[src/rtl/mem_access_controller.sv]
// Load/store controller for the single-port 64-bit DataMemory: sized accesses,
// little-endian lane extraction with sign/zero extension, and read-modify-write stores.
module mem_access_controller #(
    parameter int MEM_WORDS = 64
) (
    input  logic        Clock,
    input  logic        Reset,
    input  logic        ReqValid,
    output logic        ReqReady,
    input  logic        ReqWrite,
    input  logic [1:0]  ReqSize,
    input  logic        ReqSigned,
    input  logic [63:0] ReqAddr,
    input  logic [63:0] ReqWData,
    output logic        RespValid,
    output logic [63:0] RespData,
    output logic        RespError,
    output logic [63:0] Address,
    output logic [63:0] WriteData,
    output logic        MemoryRead,
    output logic        MemoryWrite,
    input  logic [63:0] ReadData,
    output logic [2:0]  DebugState
);

    // Handshake: a request is taken on a posedge where ReqValid && ReqReady;
    // RespValid is a single-cycle pulse with no backpressure.
    typedef enum logic [2:0] {
        S_IDLE     = 3'd0,
        S_RD       = 3'd1,
        S_CAP      = 3'd2,
        S_WR       = 3'd3,
        S_RESP_ERR = 3'd4
    } state_t;

    state_t      state, state_n;
    logic        req_write, req_write_n;
    logic [1:0]  req_size, req_size_n;
    logic        req_signed, req_signed_n;
    logic [2:0]  req_offset, req_offset_n;
    logic [63:0] req_wdata, req_wdata_n;
    logic        resp_valid_n, resp_error_n, mem_read_n, mem_write_n;
    logic [63:0] resp_data_n, address_n, write_data_n;
    logic        accept, misaligned, out_of_range;
    logic [2:0]  align_mask;

    function automatic logic [63:0] size_mask(input logic [1:0] size);
        case (size)
            2'd0:    size_mask = 64'h0000_0000_0000_00FF;
            2'd1:    size_mask = 64'h0000_0000_0000_FFFF;
            2'd2:    size_mask = 64'h0000_0000_FFFF_FFFF;
            default: size_mask = 64'hFFFF_FFFF_FFFF_FFFF;
        endcase
    endfunction

    function automatic logic [63:0] extract(input logic [63:0] data, input logic [2:0] offset,
                                            input logic [1:0] size, input logic sgn);
        logic [63:0] shifted;
        shifted = data >> {offset, 3'b000};
        case (size)
            2'd0:    extract = sgn ? {{56{shifted[7]}}, shifted[7:0]}   : {56'd0, shifted[7:0]};
            2'd1:    extract = sgn ? {{48{shifted[15]}}, shifted[15:0]} : {48'd0, shifted[15:0]};
            2'd2:    extract = sgn ? {{32{shifted[31]}}, shifted[31:0]} : {32'd0, shifted[31:0]};
            default: extract = shifted;
        endcase
    endfunction

    function automatic logic [63:0] merge(input logic [63:0] data, input logic [63:0] wdata,
                                          input logic [2:0] offset, input logic [1:0] size);
        logic [63:0] lane_mask;
        lane_mask = size_mask(size) << {offset, 3'b000};
        merge = (data & ~lane_mask) | ((wdata & size_mask(size)) << {offset, 3'b000});
    endfunction

    always_comb begin
        case (ReqSize)
            2'd0:    align_mask = 3'b000;
            2'd1:    align_mask = 3'b001;
            2'd2:    align_mask = 3'b011;
            default: align_mask = 3'b111;
        endcase
    end

    assign ReqReady     = (state == S_IDLE);
    assign DebugState   = state;
    assign accept       = ReqValid && ReqReady;
    assign misaligned   = |(ReqAddr[2:0] & align_mask);
    assign out_of_range = (ReqAddr >> 3) >= 64'(MEM_WORDS);

    always_comb begin
        state_n      = state;
        req_write_n  = req_write;
        req_size_n   = req_size;
        req_signed_n = req_signed;
        req_offset_n = req_offset;
        req_wdata_n  = req_wdata;
        address_n    = Address;
        write_data_n = WriteData;
        resp_valid_n = 1'b0;
        resp_error_n = 1'b0;
        resp_data_n  = 64'd0;
        mem_read_n   = 1'b0;
        mem_write_n  = 1'b0;
        case (state)
            S_IDLE: begin
                if (accept) begin
                    req_write_n  = ReqWrite;
                    req_size_n   = ReqSize;
                    req_signed_n = ReqSigned;
                    req_offset_n = ReqAddr[2:0];
                    req_wdata_n  = ReqWData;
                    address_n    = ReqAddr >> 3;
                    if (misaligned || out_of_range) begin
                        state_n = S_RESP_ERR;
                    end else if (ReqWrite && ReqSize == 2'd3) begin
                        write_data_n = ReqWData;
                        mem_write_n  = 1'b1;
                        state_n      = S_WR;
                    end else begin
                        mem_read_n = 1'b1;
                        state_n    = S_RD;
                    end
                end
            end
            S_RD: state_n = S_CAP;
            S_CAP: begin
                // ReadData is valid here; stores merge into it, loads return from it.
                if (req_write) begin
                    write_data_n = merge(ReadData, req_wdata, req_offset, req_size);
                    mem_write_n  = 1'b1;
                    state_n      = S_WR;
                end else begin
                    resp_valid_n = 1'b1;
                    resp_data_n  = extract(ReadData, req_offset, req_size, req_signed);
                    state_n      = S_IDLE;
                end
            end
            S_WR: begin
                resp_valid_n = 1'b1;
                state_n      = S_IDLE;
            end
            S_RESP_ERR: begin
                resp_valid_n = 1'b1;
                resp_error_n = 1'b1;
                state_n      = S_IDLE;
            end
            default: state_n = S_IDLE;
        endcase
    end

    always_ff @(posedge Clock or posedge Reset) begin
        if (Reset) begin
            state       <= S_IDLE;
            req_write   <= 1'b0;
            req_size    <= 2'd0;
            req_signed  <= 1'b0;
            req_offset  <= 3'd0;
            req_wdata   <= 64'd0;
            Address     <= 64'd0;
            WriteData   <= 64'd0;
            RespValid   <= 1'b0;
            RespError   <= 1'b0;
            RespData    <= 64'd0;
            MemoryRead  <= 1'b0;
            MemoryWrite <= 1'b0;
        end else begin
            state       <= state_n;
            req_write   <= req_write_n;
            req_size    <= req_size_n;
            req_signed  <= req_signed_n;
            req_offset  <= req_offset_n;
            req_wdata   <= req_wdata_n;
            Address     <= address_n;
            WriteData   <= write_data_n;
            RespValid   <= resp_valid_n;
            RespError   <= resp_error_n;
            RespData    <= resp_data_n;
            MemoryRead  <= mem_read_n;
            MemoryWrite <= mem_write_n;
        end
    end

endmodule

[config.mk]
export PLATFORM = sky130hd
export DESIGN_NAME = mem_access_controller
export DESIGN_NICKNAME = d
export VERILOG_FILES = /design/src/rtl/mem_access_controller.sv
export SDC_FILE = /design/constraint.sdc
export NUM_CORES = 1
export LEC_CHECK = 0
export ABC_AREA = 0
export CAP_MARGIN = 40
export CORE_UTILIZATION = 50
export CTS_BUF_LIST = sky130_fd_sc_hd__clkbuf_4
export DETAILED_ROUTE_END_ITERATION = 8
export HOLD_SLACK_MARGIN = 0.15
export PLACE_DENSITY = 0.82
export REMOVE_ABC_BUFFERS = 1
export SLEW_MARGIN = 0
export SYNTH_ARGS = -nofsm -noshare
export SYNTH_HDL_FRONTEND = slang
export SYNTH_SLANG_ARGS = --single-unit
[constraint.sdc]
create_clock -name Clock -period 10.1 [get_ports Clock]
set_input_delay 1.515 -clock Clock [delete_from_list [all_inputs] [get_ports Clock]]
set_output_delay 1.515 -clock Clock [all_outputs]
set_load 0.02 [all_outputs]
Word-level counts from Yosys, hierarchy flattened
Cells that the tools add are included.
- output and inout port bits: 200
- memory bits (writable): 0
- input bits: 199
- latch bits: 0
- word-level logic and storage cells: 78
- flip-flop bits (word level): 267
- memories kept: 0
- ROM bits: 0
- multiply operators: 0
- div/mod/pow operators: 0
- bitwise operators: 5
- order comparisons: 1
- equality and inequality tests: 13
- $add $sub $neg: 0
- shifts and indexed selects: 3
- mux-type cells: 32
- reduce and logical (&&, ||, !) cells: 11
- operators with widths (cell ; number):
    $mux W64 ; 11
    $pmux W64 S3 ; 2
    $and A64 B64 Y64 ; 2
    $pmux W64 S2 ; 1
    $shl A64 B6 Y64 ; 2
    $not A64 Y64 ; 1
    $or A64 B64 Y64 ; 1
    $shr A64 B6 Y64 ; 1
    $ge A61 B7 Y1 const B ; 1
    $pmux W3 S3 ; 2
    $mux W1 ; 10
    $eq A2 B2 Y1 const B ; 3
    $eq A3 B2 Y1 const B ; 2
    $mux W3 ; 2
    $reduce_and A5 Y1 ; 1
    $eq A2 B1 Y1 const B ; 2
    $logic_not A2 Y1 ; 2
    $mux W2 ; 2
    $ne A2 B1 Y1 const B ; 2
    $ne A2 B2 Y1 const B ; 2
    $pmux W1 S2 ; 2
    $and A3 B3 Y3 ; 1
    $eq A3 B1 Y1 const B ; 1
    $eq A3 B3 Y1 const B ; 1
    7 further kinds ; 8

Logic depth before layout (Yosys ltp)
Gate-level depths: netlist (run 1).
- depth in word-level cells: 10
- depth in mapped cells: 10
- depth with buffers taken out: 5

Worst setup path after synthesis (run 1)
OpenSTA, ideal clock, no wires.
- kind: in2reg
- start point: in ReqAddr[23]
- end point: reg WriteData[10]
- buffers on the path: 3
- setup time: 0.128 ns
- data arrival time: 3.264 ns
- setup slack: 6.709 ns
- stages on the path: 8
- data required time: 9.972 ns
- cells stage by stage: nor4_1 nand4_1 a2111o_1 buf_2 o21a_1 buf_4 buf_6 mux2_1
- longest elaborated chain between the ends: 4
- RTL lines (item ; RTL line ; RTL):
    start: declaration ; 13 ; input logic [63:0] ReqAddr,
    $ge A61 B7 Y1 ; 88 ; assign out_of_range = (ReqAddr >> 3) >= 64'(MEM_WORDS);
    $logic_or A1 B1 Y1 ; 113 ; if (misaligned || out_of_range) begin
    $ne A2 B2 Y1 (no source line) ; n/a ;
    $reduce_and A5 Y1 (no source line) ; n/a ;
    end signal: assignment ; 174 ; WriteData <= write_data_n;
    end: declaration ; 19 ; output logic [63:0] WriteData,
Every way passes these cells.
A chain may end at the register's enable or synchronous reset.

Final worst setup path (run 1)
- start point: reg state[1], in the netlist DebugState[1]
- end point: reg WriteData[39]
- longest elaborated chain between the ends: 4
- elaborated cells on any way between the ends: 10
- classes of those cells: eq/ne: 5; mux: 1; reduce/logical: 4
- RTL lines (item ; RTL line ; RTL):
    start: declaration ; 36 ; state_t state, state_n;
    start signal: assignment ; 167 ; state <= state_n;
    $logic_not A3 Y1 ; 84, 104 ;
    $logic_and A1 B1 Y1 ; 86 ; assign accept = ReqValid && ReqReady;
    $ne A2 B1 Y1 (no source line) ; n/a ;
    $reduce_and A5 Y1 (no source line) ; n/a ;
Several ways; a longest one is shown, not always the timed one.

==> results of run 1 <==
-- power groups by stage --
stage / Sequential, mW / Clock [mW] / Combinational (mW)
global placement: 1.29 / 0 / 0.961
global route: 1.29 / 1.09 / 1.06
floorplan: 1.38 / 0 / 0.479
finish: 1.28 / 1.01 / 1.01
detailed placement: 1.30 / 0 / 0.982
CTS: 1.28 / 1.03 / 0.986
-- per-stage QoR --
stage / area [um^2] / hold slack, ps / setup WS, ps / total power, mW
global placement: 18800 / 475 / 5290 / 2.25
floorplan: 14200 / 476 / 1230 / 1.86
finish: 20000 / 495 / 5810 / 3.30
global route: 20000 / 502 / 5650 / 3.44
detailed placement: 19000 / 483 / 5220 / 2.28
CTS: 19900 / 498 / 5820 / 3.29
-- cell type report --
type | count | share of cell area, %
multi-input combinational | 993 | 37.5
clock inverter | 26 | 0.872
antenna | 1 | 0.0125
clock buffer | 103 | 3.88
inverter | 18 | 0.376
sequential | 267 | 33.5
timing repair buffer | 427 | 21.4
tap | 384 | 2.41
-- synthesized netlist by cell type (20+ instances only) --
library cell,instances
dfrtp_1,267
a21oi_1,127
nor2_1,79
a211oi_1,21
mux2_1,46
o211ai_1,20
mux4_2,34
o21ai_0,65
nand2_1,119
mux2_2,138
buf_2,22
o21ai_1,25
mux2i_1,54
a31oi_1,29
clkbuf_1,85
-- flip-flops by register name (all words and copies together) (netlist names) --
signal,cells
RespData,64
WriteData,64
req_wdata,64
Address,61
DebugState,3
req_offset,3
req_size,2
MemoryRead,1
MemoryWrite,1
RespError,1
RespValid,1
req_signed,1
req_write,1
-- cell usage in the layout (no fill, tap or decap), types with 19 or more instances in the layout --
cell,synthesis,final
a211oi_1,21,21
a21oi_1,127,127
a31oi_1,29,29
buf_4,8,26
clkbuf_4,0,103
clkdlybuf4s50_1,0,395
dfrtp_1,267,264
mux2_1,46,46
mux2_2,138,138
mux2i_1,54,54
mux4_2,34,34
nand2_1,119,118
nor2_1,79,78
o211ai_1,20,20
o21ai_0,65,65
o21ai_1,25,25
o31ai_1,19,19
-- cells by family (layout without fill, tap and decap cells) --
group                  after synthesis  count (layout)  share of synthesized area [%]
AO/OA/AOI/OAI                      410             410                           17.6
other                                1               4                         0.0254
AND/OR/NAND/NOR                    308             308                           9.94
flip-flops                         267             267                           45.3
buffers and inverters              145             574                           4.28
multiplexers                       272             272                           22.9
-- worst max path at each step --
stage | cells after the start | slack (ps) | startpoint | endpoint
after floorplan | 1 | 1230 | Reset | Address[0]
after global placement | 7 | 5290 | ReqAddr[23] | WriteData[46]
after detailed placement | 7 | 5220 | ReqAddr[23] | WriteData[22]
after CTS | 7 | 5820 | DebugState[1] | WriteData[39]
after global routing | 7 | 5650 | DebugState[1] | WriteData[39]
final | 7 | 5810 | DebugState[1] | WriteData[39]
-- routing by layer --
| metal | GRT usage [%] | up-vias | part of all wire, % |
|---|---|---|---|
| met1 | 43.3 | 6620 | 37 |
| met3 | 10.6 | 230 | 11 |
| met5 | 0 | - | 0.045 |
| met2 | 56.0 | 956 | 47 |
| met4 | 18.9 | 4 | 5.3 |
| li1 | - | 6035 | - |
==> impl_metrics.env, run 1 <==
export IMPL_status="finished clean"
export IMPL_async_reset_ff_share_pct=100
export IMPL_hold_class="reg2reg"
export IMPL_rsz0062_at_grt="false"
export IMPL_grt_max_degree=117
export IMPL_drc=0
export IMPL_cp_start_kind="flip-flop"
export IMPL_period_minus_slack_ps=4290
export IMPL_yosysTopAreaCell="dfrtp_1"
export IMPL_placed_cells=2088
export IMPL_clkPwrFrac_pct=30.6
export IMPL_multi_input_area_um2=7490
export IMPL_drive_gt1_share_pct=18.4
export IMPL_synth_top_area_share_pct=45.3
export IMPL_nets=1980
export IMPL_slowest_delay_ps=820
export IMPL_cpMostUsedCell="buf_4"
export IMPL_switching_share_pct=34.5
export IMPL_clk_pin_slew_ps=60
export IMPL_numPortBuffers=395
export IMPL_worstPathArrival_ps=4830
export IMPL_cts_made_buffers=74
export IMPL_irDropWorstVdd_mv=0.103
export IMPL_cts_sinks=267
export IMPL_cp_top_family="compound AO/OA/AOI/OAI gates"
export IMPL_worstSetupEndpointType="flip-flop"
export IMPL_p_comb_share_pct=30.5
export IMPL_ios=399
export IMPL_yosysSeqAreaShare_pct=45.3
export IMPL_crit_type="reg2reg"
export IMPL_synth_area_top_cells="dfrtp_1, mux2_2, mux4_2"
export IMPL_syn_inst=1403
export IMPL_whs_path_depth=1
export IMPL_utilization_pct=69.1
export IMPL_rr_worst_depth=7
export IMPL_syn_to_final_growth_pct=35.2
export IMPL_max_slew_margin_rel_pct=39.9
export IMPL_antenna_found_initial=4
export IMPL_dr_pass1_iters=6
export IMPL_rows=62
export IMPL_drt_iter0_markers=1551
export IMPL_grt_pass1_vias=14500
export IMPL_die_area_um2=30200
export IMPL_final_seq_area_um2=6690
export IMPL_nFillCells=2223
export IMPL_cts_max_level=3
export IMPL_syn_area_per_cell_um2=10.5
export IMPL_synth_top_flop_cell="dfrtp_1"
export IMPL_finalCritPeriodShare_pct=42.5
export IMPL_power_leakage_nw=8.04
export IMPL_maxCapViolCount=0
export IMPL_max_freq_mhz=233
export IMPL_min_to="WriteData[33]"
export IMPL_vias_per_cell=6.24
export IMPL_clock_skew_ps=88.6
export IMPL_reg2reg_from="DebugState[1]"
export IMPL_ant_nets=0
export IMPL_setup_viol=0
export IMPL_rr_endpoint="WriteData[39]"
export IMPL_grt_first_pass_wirelength_um=82600
export IMPL_cp_num_buf_inv=2
export IMPL_post_cts_buffers=0
export IMPL_cts_repair_resized=0
export IMPL_fin_tns_setup_ps=0
export IMPL_fin_cells=2219
export IMPL_overflow=0
export IMPL_finalMaxSlewViolations=0
export IMPL_min_from="WriteData[33]"
export IMPL_ys_warn_count=0
export IMPL_clk_latency_ps=750
export IMPL_syn_area_um2=14800
export IMPL_clockBufferDepth=3
export IMPL_gp_congestion=0.947
export IMPL_cp_cell_sequence="nor3b_4 -> buf_4 -> nand2_1 -> a2111o_1 -> o21a_2 -> buf_4 -> mux2_1"
export IMPL_worst_pin_slew_ps=899
export IMPL_die_x_um=174
export IMPL_synth_edff_count=0
export IMPL_grt_use_total_pct=35.3
export IMPL_hold_viol=0
export IMPL_dp_hpwl_um=37200
export IMPL_p_int_mw=2.16
export IMPL_cts_tree="yes"
export IMPL_cp_max_fo=41
export IMPL_seqPwrFrac_pct=38.9
export IMPL_vias=13800
export IMPL_switchingPower_mw=1.14
export IMPL_die_h_um=174
export IMPL_slowest_stage="a2111o_1"
export IMPL_rrSetupSlack_ps=5810
export IMPL_required_ps=10640
export IMPL_ys_ff_latch=267
export IMPL_clockRootBuffer="clkbuf_4"
export IMPL_wl_um=53100
export IMPL_wire_per_inst_um=23.9
export IMPL_initial_core_util_pct=51.1
export IMPL_synth_distinct_cells=64
export IMPL_power_density_nw_per_um2=165
export IMPL_core_area_um2=28900
export IMPL_cts_hold_buffers_added=0
(Power assumes the default switching activity.)
==> inputs of run 2 (changes only) <==
- CORE_UTILIZATION: 50 -> 46
- PLACE_DENSITY: 0.82 -> 0.8
- clock period: 10.1 -> 3.5 ns (I/O delays scaled with it)
==> impl_metrics.env, run 2 (synthesized netlist as in run 1, its figures left out) <==
export IMPL_status="finished clean"
export IMPL_slowest_delay_ps=750
export IMPL_antenna_found_initial=3
export IMPL_maxCapViolCount=0
export IMPL_grt_first_pass_wirelength_um=83400
export IMPL_vias=13800
export IMPL_nFillCells=2582
export IMPL_drive_gt1_share_pct=19.7
export IMPL_finalCritPeriodShare_pct=80.6
export IMPL_cts_hold_buffers_added=0
export IMPL_power_density_nw_per_um2=478
export IMPL_hold_viol=0
export IMPL_gp_congestion=0.945
export IMPL_worst_pin_slew_ps=906
export IMPL_wl_um=54300
export IMPL_power_leakage_nw=8.16
export IMPL_overflow=0
export IMPL_hold_class="in2async"
export IMPL_slowest_stage="dfrtp_2"
export IMPL_wire_per_inst_um=24.0
export IMPL_post_cts_buffers=0
export IMPL_rows=65
export IMPL_grtUsageMet1_pct=40.6
export IMPL_switchingPower_mw=3.26
export IMPL_grtUsageMet3_pct=9.66
export IMPL_p_comb_share_pct=30.8
export IMPL_cts_made_buffers=75
export IMPL_cts_repair_resized=0
export IMPL_drt_iter0_markers=1650
export IMPL_crit_path_end="WriteData[16]"
export IMPL_initial_core_util_pct=46.8
export IMPL_grt_max_degree=138
export IMPL_rr_endpoint="WriteData[16]"
export IMPL_cts_sinks=267
export IMPL_multi_input_area_um2=7480
export IMPL_cts_max_level=3
export IMPL_die_area_um2=32800
export IMPL_finalMaxSlewViolations=0
export IMPL_rr_worst_depth=6
export IMPL_critPathLaunch="req_offset[1]"
export IMPL_core_area_um2=31600
export IMPL_clkPwrFrac_pct=30.9
export IMPL_cp_num_cells=6
export IMPL_worstPathArrival_ps=3380
export IMPL_layout_common_cells="clkdlybuf4s50_1, dfrtp_1, mux2_2"
export IMPL_seqPwrFrac_pct=38.3
export IMPL_cp_start_kind="flip-flop"
export IMPL_vias_per_cell=6.09
export IMPL_layout_commonest_cell="clkdlybuf4s50_1"
export IMPL_grt_use_total_pct=33.2
export IMPL_placed_area_um2=19200
export IMPL_die_h_um=181
export IMPL_p_int_mw=6.37
export IMPL_cp_max_fo=54
export IMPL_ant_nets=0
export IMPL_cp_top_family="flip-flops"
export IMPL_reg_largest_list="RespData: 64 flops, WriteData: 64 flops, req_wdata: 64 flops"
export IMPL_worstSetupEndpointType="flip-flop"
export IMPL_grt_pass1_vias=14200
export IMPL_rrSetupSlack_ps=680
export IMPL_required_ps=4060
export IMPL_final_seq_area_um2=6690
export IMPL_cp_cell_sequence="buf_12 -> nand2b_1 -> nor3b_1 -> o21ai_0 -> a31oi_1 -> mux2_1"
export IMPL_dr_pass1_iters=6
export IMPL_nets=2000
export IMPL_die_x_um=181
export IMPL_irDropWorstVdd_mv=0.378
export IMPL_clk_pin_slew_ps=70
export IMPL_stdcell_area_um2=20100
export IMPL_cts_tree="yes"
export IMPL_syn_to_final_growth_pct=36.5
export IMPL_numPortBuffers=395
export IMPL_setup_viol=0
export IMPL_clockRootBuffer="clkbuf_4"
export IMPL_rsz0062_at_grt="false"
export IMPL_fin_hold_ws_ps=286
export IMPL_cp_num_buf_inv=1
export IMPL_reg2reg_from="req_offset[1]"
export IMPL_clk_latency_ps=700
export IMPL_crit_type="reg2reg"
export IMPL_clock_skew_ps=39.8
export IMPL_ios=399
export IMPL_max_slew_margin_rel_pct=39.6
export IMPL_p_total_mw=9.63
export IMPL_grt_most_used_layer="met2"
export IMPL_dp_hpwl_um=39100
export IMPL_grtUsageMet2_pct=53.4
export IMPL_clockBufferDepth=3
export IMPL_period_minus_slack_ps=2820
export IMPL_drc=0
export IMPL_switching_share_pct=33.8
export IMPL_max_freq_mhz=355
-- run 2: cell types whose count changed in the layout (fill, tap and decap cells not counted), sizes merged --
cell,delta
buf,+19
clkinv,-10
clkbuf,+11
clkinvlp,-2
diode,+4
-- run 2: layout make-up --
cell class | count | area share [%]
Antenna cell | 5 | 0.0621
Clock buffer | 114 | 4.25
Clock inverter | 14 | 0.528
Inverter | 18 | 0.373
Multi-Input combinational cell | 993 | 37.1
Sequential cell | 267 | 33.2
Tap cell | 402 | 2.50
Timing Repair Buffer | 446 | 21.9
-- run 2: worst min-delay path by stage --
stage | to | slack (ps) | cells after the start
after CTS | Address[43] | 290 | 2
final | Address[43] | 290 | 2
after global placement | WriteData[15] | 480 | 1
after detailed placement | WriteData[13] | 480 | 1
after floorplan | req_wdata[57] | 480 | 1
after global routing | Address[43] | 330 | 2
-- run 2: per-layer routing --
metal,vias up,wire length [um]
met5,-,0
met4,0,2540
met3,178,5880
met2,905,25800
met1,6623,20100
li1,6061,-
-- run 2: power groups by stage --
| stage | clock, mW | combinational, mW | sequential, mW |
|---|---|---|---|
| 5_1_grt | 3.21 | 3.14 | 3.73 |
| 3_5_place_dp | 0 | 2.91 | 3.74 |
| 2_1_floorplan | 0 | 1.38 | 3.99 |
| 4_1_cts | 3.04 | 2.92 | 3.68 |
| 6_report | 2.97 | 2.97 | 3.69 |
| 3_3_place_gp | 0 | 2.86 | 3.72 |
-- run 2: through the flow --
stage                     utilization, %  cells  setup WS [ps]  setup TNS (ps)
final                               63.8   2259            681               0
after global routing                63.8   2256            593               0
after CTS                           63.8   2254            813               0
after detailed placement            60.7   2126            491               0
after global placement              60.6   2123            455               0
after floorplan                        -   1278          -4380        -1851550
==> inputs of run 3 (changes only) <==
- CORE_UTILIZATION: 46 -> 50
- PLACE_DENSITY: 0.8 -> 0.82
- clock period: 3.5 -> 2.6 ns (I/O delays scaled with it)
==> impl_metrics.env, run 3 (synthesized netlist as in run 1, its figures left out) <==
export IMPL_grt_max_degree=87
export IMPL_clk_latency_ps=700
export IMPL_critPathLaunch="req_offset[1]"
export IMPL_crit_type="reg2reg"
export IMPL_stdcell_area_um2=20400
export IMPL_period_minus_slack_ps=2450
export IMPL_cts_sinks=267
export IMPL_die_h_um=174
export IMPL_syn_to_final_growth_pct=38.5
export IMPL_setup_viol=0
export IMPL_clk_pin_slew_ps=70
export IMPL_worstSetupEndpointType="flip-flop"
export IMPL_hold_viol=0
export IMPL_rows=62
export IMPL_grt_use_total_pct=35.2
export IMPL_placed_cells=2139
export IMPL_utilization_pct=70.8
export IMPL_die_x_um=174
export IMPL_finalCritPeriodShare_pct=94.3
export IMPL_grt_first_pass_wirelength_um=82300
export IMPL_drc=0
export IMPL_cts_made_buffers=72
export IMPL_cp_start_kind="flip-flop"
export IMPL_numPortBuffers=395
export IMPL_grt_pass1_vias=14200
export IMPL_cts_max_level=3
export IMPL_dp_hpwl_um=38700
export IMPL_core_area_um2=28900
export IMPL_placed_area_um2=19500
export IMPL_ios=399
export IMPL_hold_class="in2reg"
export IMPL_vias=14000
export IMPL_max_freq_mhz=408
export IMPL_finalMaxSlewViolations=0
export IMPL_status="finished clean"
export IMPL_die_area_um2=30200
export IMPL_vias_per_cell=6.20
export IMPL_dp_slack_ps=-302
export IMPL_initial_core_util_pct=51.1
export IMPL_fin_cells=2264
export IMPL_required_ps=3170
export IMPL_reg2reg_from="req_offset[1]"
export IMPL_p_total_mw=13.0
export IMPL_antenna_found_initial=4
export IMPL_overflow=0
export IMPL_irDropWorstVdd_mv=0.512
export IMPL_layout_common_cells="clkdlybuf4s50_1, dfrtp_1, mux2_2"
export IMPL_setup_ws_ps=147
export IMPL_drive_gt1_share_pct=20.8
export IMPL_power_leakage_nw=8.33
export IMPL_ant_nets=0
export IMPL_drt_iter0_markers=1375
export IMPL_worstPathArrival_ps=3020
export IMPL_rsz0062_at_grt="false"
export IMPL_clockBufferDepth=3
export IMPL_maxCapViolCount=0
export IMPL_dr_pass1_iters=5
export IMPL_clockRootBuffer="clkbuf_4"
export IMPL_wire_per_inst_um=23.5
export IMPL_min_from="ReqWData[1]"
export IMPL_gp_congestion=0.956
export IMPL_layout_commonest_cell="clkdlybuf4s50_1"
export IMPL_wl_um=53200
export IMPL_worst_pin_slew_ps=742
export IMPL_power_density_nw_per_um2=637
export IMPL_cts_tree="yes"
export IMPL_reg_largest_list="RespData: 64 flops, WriteData: 64 flops, req_wdata: 64 flops"
export IMPL_cp_max_fo=58
export IMPL_nets=2029
export IMPL_clock_skew_ps=45.5
export IMPL_max_slew_margin_rel_pct=50.2
-- run 3: path summary, 6_finish.rpt --
path	endpoint	slack, ps	cells past startpoint
worst max-delay path	WriteData[18]	150	6
worst min-delay path	req_wdata[1]	350	2
worst max register to register	WriteData[18]	150	6
worst min register to register	WriteData[46]	490	1
max in group asynchronous	Address[15]	1120	4
min in group asynchronous	req_size[1]	730	3
-- run 3: repair_timing --
action,in CTS,in global routing
setup endpoints to repair,0,7
resized for setup,0,4
setup buffers,0,0
hold buffers,1,0
endpoints found under the hold margin,39,0
-- run 3: where the power goes --
group / switching [mW] / total (mW) / internal (mW) / leakage [nW]
Sequential: 0.372 / 4.94 / 4.57 / 3.29
Combinational: 2.20 / 4.11 / 1.91 / 4.48
Clock: 1.79 / 3.96 / 2.17 / 0.559
Total: 4.36 / 13.0 / 8.65 / 8.33
-- run 3: worst max-delay path: stages, from the launching register on --
cell,delay [ps]
dfrtp_4,560
buf_12,330
nand2b_1,500
nor3b_1,130
o21ai_0,370
a31oi_1,140
mux2_1,300
-- run 3: area by class of cell --
cell class,count,area (um^2)
Clock buffer,107,803
Clock inverter,16,143
Sequential cell,267,6690
Timing Repair Buffer,478,4740
Multi-Input combinational cell,993,7490
Antenna cell,1,2.50
Inverter,18,75.1
Fill cell,2184,8430
Tap cell,384,480
-- run 3: per-layer routing --
| metal | track usage, % | wire [um] | vias up |
|---|---|---|---|
| met2 | 57.1 | 25500 | 977 |
| li1 | - | - | 6123 |
| met3 | 9.91 | 5770 | 180 |
| met4 | 17.7 | 2440 | 2 |
| met5 | 0 | 12 | - |
| met1 | 43.1 | 19500 | 6761 |
-- run 3: stage by stage --
step,hold slack [ps],setup TNS [ps]
6_report,346,0
5_1_grt,324,0
4_1_cts,314,0
3_5_place_dp,481,-15140
3_3_place_gp,475,-7900
2_1_floorplan,476,-2293400
